--- src/rtl/phx_tlb_lookup_ctrl.sv ---
// Lookup/refill controller for a 64-entry direct-mapped TLB RAM.
// Translates 4 KB pages, checks access rights, refills via a page-table walker and flushes the RAM.
module phx_tlb_lookup_ctrl #(
  parameter int WID = 160
) (
  input  logic           clk,
  input  logic           rst,
  input  logic           flush,
  input  logic           req_valid,
  output logic           req_ready,
  input  logic [31:0]    req_vadr,
  input  logic [7:0]     req_asid,
  input  logic           req_we,
  output logic           resp_valid,
  output logic [31:0]    resp_padr,
  output logic           resp_prot_fault,
  output logic           resp_walk_fault,
  output logic           walk_req,
  output logic [31:0]    walk_vadr,
  output logic [7:0]     walk_asid,
  input  logic           walk_ack,
  input  logic [19:0]    walk_ppn,
  input  logic [2:0]     walk_rwx,
  input  logic           walk_fault,
  output logic           tlb_wr,
  output logic [5:0]     tlb_wa,
  output logic [WID-1:0] tlb_wdat,
  output logic [5:0]     tlb_ra,
  input  logic [WID-1:0] tlb_rdat
);

  localparam int ENT_W = 46;

  typedef enum logic [2:0] {
    ST_FLUSH,
    ST_IDLE,
    ST_LOOKUP,
    ST_WALK,
    ST_FILL
  } state_t;

  // Packed MSB-first, so this matches the RAM entry layout bit for bit.
  typedef struct packed {
    logic [19:0] ppn;
    logic [13:0] tag;
    logic [7:0]  asid;
    logic [2:0]  rwx;
    logic        v;
  } entry_t;

  state_t      state;
  state_t      state_nx;
  logic [5:0]  flush_cnt;
  logic        flush_pend;
  logic [31:0] vadr_q;
  logic [7:0]  asid_q;
  logic        we_q;
  entry_t      ent_q;
  logic [19:0] ppn_q;
  logic [2:0]  rwx_q;
  entry_t      fill_ent;
  logic        hit;
  logic        rv_nx;
  logic [31:0] padr_nx;
  logic        pf_nx;
  logic        wf_nx;

  function automatic logic prot_fault(input logic we, input logic [2:0] rwx);
    return we ? !rwx[1] : !rwx[0];
  endfunction

  assign tlb_ra   = req_vadr[17:12];
  assign hit      = ent_q.v && (ent_q.asid == asid_q) && (ent_q.tag == vadr_q[31:18]);
  assign fill_ent = '{ppn: ppn_q, tag: vadr_q[31:18], asid: asid_q, rwx: rwx_q, v: 1'b1};

  // Entry bits above the defined layout are never interpreted.
  if (WID > ENT_W) begin : g_unused
    logic unused_rdat;
    assign unused_rdat = ^tlb_rdat[WID-1:ENT_W];
  end

  // NOTE: sequential state uses non-blocking assignments so every flop samples pre-edge values.
  always_ff @(posedge clk) begin
    if (rst) state <= ST_FLUSH;
    else     state <= state_nx;
  end

  always_comb begin
    // NOTE: every combinational output gets a default first, so no path can infer a latch.
    state_nx  = state;
    req_ready = 1'b0;
    walk_req  = 1'b0;
    walk_vadr = '0;
    walk_asid = '0;
    tlb_wr    = 1'b0;
    tlb_wa    = '0;
    tlb_wdat  = '0;
    rv_nx     = 1'b0;
    padr_nx   = '0;
    pf_nx     = 1'b0;
    wf_nx     = 1'b0;

    case (state)
      ST_FLUSH: begin
        tlb_wr = 1'b1;
        tlb_wa = flush_cnt;
        if (flush_cnt == 6'd63) state_nx = ST_IDLE;
      end
      ST_IDLE: begin
        if (flush || flush_pend) begin
          state_nx = ST_FLUSH;
        end else begin
          req_ready = 1'b1;
          if (req_valid) state_nx = ST_LOOKUP;
        end
      end
      ST_LOOKUP: begin
        if (hit) begin
          rv_nx    = 1'b1;
          padr_nx  = {ent_q.ppn, vadr_q[11:0]};
          pf_nx    = prot_fault(we_q, ent_q.rwx);
          state_nx = ST_IDLE;
        end else begin
          state_nx = ST_WALK;
        end
      end
      ST_WALK: begin
        walk_req  = 1'b1;
        walk_vadr = vadr_q;
        walk_asid = asid_q;
        if (walk_ack) begin
          if (walk_fault) begin
            rv_nx    = 1'b1;
            wf_nx    = 1'b1;
            state_nx = ST_IDLE;
          end else begin
            state_nx = ST_FILL;
          end
        end
      end
      ST_FILL: begin
        tlb_wr               = 1'b1;
        tlb_wa               = vadr_q[17:12];
        tlb_wdat[ENT_W-1:0]  = fill_ent;
        rv_nx                = 1'b1;
        padr_nx              = {ppn_q, vadr_q[11:0]};
        pf_nx                = prot_fault(we_q, rwx_q);
        state_nx             = ST_IDLE;
      end
      default: state_nx = ST_FLUSH;
    endcase

    // Reset silences the combinational outputs immediately, aborting any walk in progress.
    if (rst) begin
      req_ready = 1'b0;
      walk_req  = 1'b0;
      walk_vadr = '0;
      walk_asid = '0;
      tlb_wr    = 1'b0;
      tlb_wa    = '0;
      tlb_wdat  = '0;
    end
  end

  always_ff @(posedge clk) begin
    if (rst) begin
      flush_cnt       <= '0;
      flush_pend      <= 1'b0;
      vadr_q          <= '0;
      asid_q          <= '0;
      we_q            <= 1'b0;
      ent_q           <= '0;
      ppn_q           <= '0;
      rwx_q           <= '0;
      resp_valid      <= 1'b0;
      resp_padr       <= '0;
      resp_prot_fault <= 1'b0;
      resp_walk_fault <= 1'b0;
    end else begin
      flush_cnt <= (state == ST_FLUSH) ? flush_cnt + 6'd1 : 6'd0;

      // A flush seen mid-request waits for the response; repeated pulses collapse into one.
      if (state == ST_IDLE)
        flush_pend <= 1'b0;
      else if (flush && (state == ST_LOOKUP || state == ST_WALK || state == ST_FILL))
        flush_pend <= 1'b1;

      if (req_valid && req_ready) begin
        vadr_q <= req_vadr;
        asid_q <= req_asid;
        we_q   <= req_we;
        ent_q  <= entry_t'(tlb_rdat[ENT_W-1:0]);
      end

      if (state == ST_WALK && walk_ack && !walk_fault) begin
        ppn_q <= walk_ppn;
        rwx_q <= walk_rwx;
      end

      resp_valid      <= rv_nx;
      resp_padr       <= padr_nx;
      resp_prot_fault <= pf_nx;
      resp_walk_fault <= wf_nx;
    end
  end

endmodule

--- config.mk ---
export PLATFORM = sky130hd
export DESIGN_NAME = phx_tlb_lookup_ctrl
export DESIGN_NICKNAME = d
export VERILOG_FILES = /design/src/rtl/phx_tlb_lookup_ctrl.sv
export SDC_FILE = /design/constraint.sdc
export NUM_CORES = 1
export LEC_CHECK = 0
export CAP_MARGIN = 0
export CORE_AREA = 2 2 187 189
export DETAILED_ROUTE_END_ITERATION = 6
export DIE_AREA = 0 0 189 191
export PLACE_DENSITY = 0.56
export SLEW_MARGIN = 20
export SYNTH_ARGS = -nofsm -noshare
export SYNTH_HDL_FRONTEND = slang
export SYNTH_SLANG_ARGS = --single-unit
--- constraint.sdc ---
create_clock -name clk -period 2.01 [get_ports clk]
set_input_delay 0.5025 -clock clk [delete_from_list [all_inputs] [get_ports clk]]
set_output_delay 0.5025 -clock clk [all_outputs]
set_load 0.03 [all_outputs]
==> run metrics <==
first-pass GRT wire length 33200 um; Worst Reg-to-Reg Cells 11; CP Launch Type flop; Reg clk slew, reported paths 0.07 ns; r2r endpoint vadr_q[11]; Slowest cell on crit path dfxtp_4; clock buffer depth 2; crit-path max cell delay approximately 0.37 ns; Starting Density 0.209; max-slew violations 0; DR iter-0 viols approximately 230; sequential area share after synthesis 0.432; Synth area leaders dfxtp_1, buf_4, nand2b_1, nand2_1, o21ai_0; VDD IR max roughly 0.00057 V; number of cells produced by synthesis 876; CTS tree built; Area Growth Syn to Fin 73.5%; First-pass DRT Iterations 4; RSZ-0062 raised after global routing true; stages on the worst setup path 5; Post-synth EDFFs 0; number of global-route vias before repair between 5000 and 6000; Reg-to-Reg Start state[1]; Post-Syn Area per Cell 8.14 um^2; cell with the most instances after synthesis dfxtp_1; clock skew around 0.011 ns; CORE AREA between 0.03 and 0.04 mm^2; reg2reg setup slack -0.16 ns; Hold Crit Class reg2reg; dominant cell type by area after synthesis dfxtp_1; run status finished with violations; root buffer cell clkbuf_16; GP Congestion between 0.7 and 0.8; Total GRT Usage 0.122; Die Span Y roughly 190 um; DP HPWL between 15000 and 20000 um; Synth Flop Type dfxtp_1; post-layout min period between 2 and 2.5 ns; #FFs+latches synth 154; Design Area, Final between 0.01 and 0.015 mm^2; largest net degree at the start of global routing 40; DRC viols 0; worst hold start ppn_q[12]; Async SR Flop Fraction 0; grt total ovfl 0; IO Port Bufs 250; Filler Cell Count around 3400; worst path required time roughly 1.5 ns; Power Dens Cells about 570 mW/mm^2; Hold Vio Cnt, Final 0; Tcrit/Tclk final 1.10; CTS Buf Count 17; mapped cell area 0.00713 mm^2; Worst Path Buf+Inv 2; MaxCap Viol Count 0; CP startpoint state[1]; CP Capture Type output port; full die area around 0.036 mm^2; CTS HTree Levels 4; commonest cells in the netlist dfxtp_1, nand2_1, buf_4, nand2b_1, nor2_1; Critical Path Sink req_ready; Fmax ~450 MHz; Final ANT Viol Nets 0; post-synth top area share 0.432; final WL around 26000 um; fin util 0.363; setup ws final -0.209 ns; DR vias/cell 3.99; Arr. time, crit path approximately 1.7 ns; Min Hold Slack approximately 0.45 ns; Critical Path Fanout Max 4; CTS Sinks 154; Vias 6614; CP cell instances buf_6, nand2b_4, or3_4, nor3_4, buf_12; initial antenna violation count 1; Rows 68; Pwr Total between 7 and 8 mW; share of cells above drive strength 1 0.287; final setup violating endpoints between 150 and 200; Yosys cell types 38; fin nets roughly 1400; violated checks negative setup slack; Top delay family on crit path simple AND/OR/NAND/NOR gates; worst slack at placement -0.339 ns; DP Area 0.00991 mm^2; io pins 480; die width roughly 190 um; Setup CP Type reg2out; Leak 4.68 nW; antenna cells 0; routed len/inst 15.6 um; worst skew pair latency between 0.4 and 0.5 ns; number of warnings issued by yosys 0
==> through the flow <==
stage,cells,TNS [ns]
after global placement,1574,-24.30
after global routing,1659,-36.99
after CTS,1615,-20.06
final,1659,-21.74
after detailed placement,1574,-26.33
after floorplan,989,-1.17
==> sequential cells by signal, indices dropped and copies added (netlist names), 3 cells and up <==
signal     flops
ent_q         45
resp_padr     32
vadr_q        32
ppn_q         20
asid_q         8
flush_cnt      6
rwx_q          3
state          3
==> logic make-up after synthesis <==
| kind of cell | count (synthesis) | share of synthesized area |
|---|---|---|
| simple gates | 355 | 0.238 |
| xor+xnor | 25 | 0.0307 |
| compound gates | 153 | 0.118 |
| mux | 8 | 0.0114 |
| flops | 154 | 0.432 |
| other cells | 1 | 0.000526 |
| fa+ha+maj | 1 | 0.00175 |
| buf+inv | 179 | 0.168 |
==> per-layer routing <==
layer | track usage | part of all wire | routed length (um) | vias up
li1 | - | - | - | 3216
met2 | 0.215 | 0.51 | 13100 | 255
met1 | 0.145 | 0.42 | 11000 | 3121
met4 | 0.0457 | 0.013 | 336 | 2
met5 | 0 | 0.00050 | 13 | -
met3 | 0.0279 | 0.056 | 1440 | 20
==> worst min-delay path, stage by stage, from the launching register on <==
cell	delay, ns
dfxtp_1	0.31
nand2_1	0.05
a21oi_1	0.05
==> area by class of cell <==
class | count | area, um^2 | share of cell area
repair buffers | 356 | 4240 | 0.342
multi-input cells | 656 | 3860 | 0.312
flip-flops and latches | 154 | 3090 | 0.250
well taps | 455 | 569 | 0.0460
clock buffers | 20 | 447 | 0.0361
clock inverters | 12 | 143 | 0.0115
inverters | 6 | 25.0 | 0.00202
==> layout by cell type (no fill, tap or decap), types with 3 or more instances in the layout <==
cell             synthesis  layout
clkinv_4                 0       4
and2_4                   0      23
nand2b_1                88      81
buf_8                    0      12
nand2b_2                 0       3
o21bai_1                20      20
clkdlybuf4s50_1          0     148
nand3_1                  3       3
clkinvlp_4               0       3
buf_12                   0      31
and2_1                  29       6
nor2_4                   0      50
mux2i_2                  0       4
buf_16                   0       4
nand4_1                  5       5
xnor2_2                  0       3
clkbuf_16                0      38
conb_1                   1     114
xor2_1                   7       7
nor3_1                   6       4
xnor2_1                 18      15
nand2_1                136     132
a21oi_1                 38      38
dfxtp_1                154     150
inv_1                    6       5
nor2_1                  77      26
buf_4                  121      69
buf_6                    8      71
o21ai_0                 68      21
nand2b_4                 0       4
o21ai_1                 19      66
==> worst min path at each step <==
stage,endpoint,cells after the start
4_1_cts,ppn_q[16],2
2_1_floorplan,ppn_q[15],2
3_5_place_dp,ppn_q[13],2
5_1_grt,ppn_q[4],2
6_report,ppn_q[12],2
3_3_place_gp,ppn_q[17],2
==> where the power goes <==
part	switching [mW]	internal [mW]
logic	0.416	0.280
registers	0.00747	3.05
clock network	1.40	1.88
total	1.83	5.21
==> what timing repair did <==
item,CTS,global route
buffers inserted,6,19
gates resized for setup,91,230
hold buffers,0,0
cloned,3,28
endpoints found under the setup margin,96,182
pin swaps,6,46
Power figures use the tool's default switching activity.
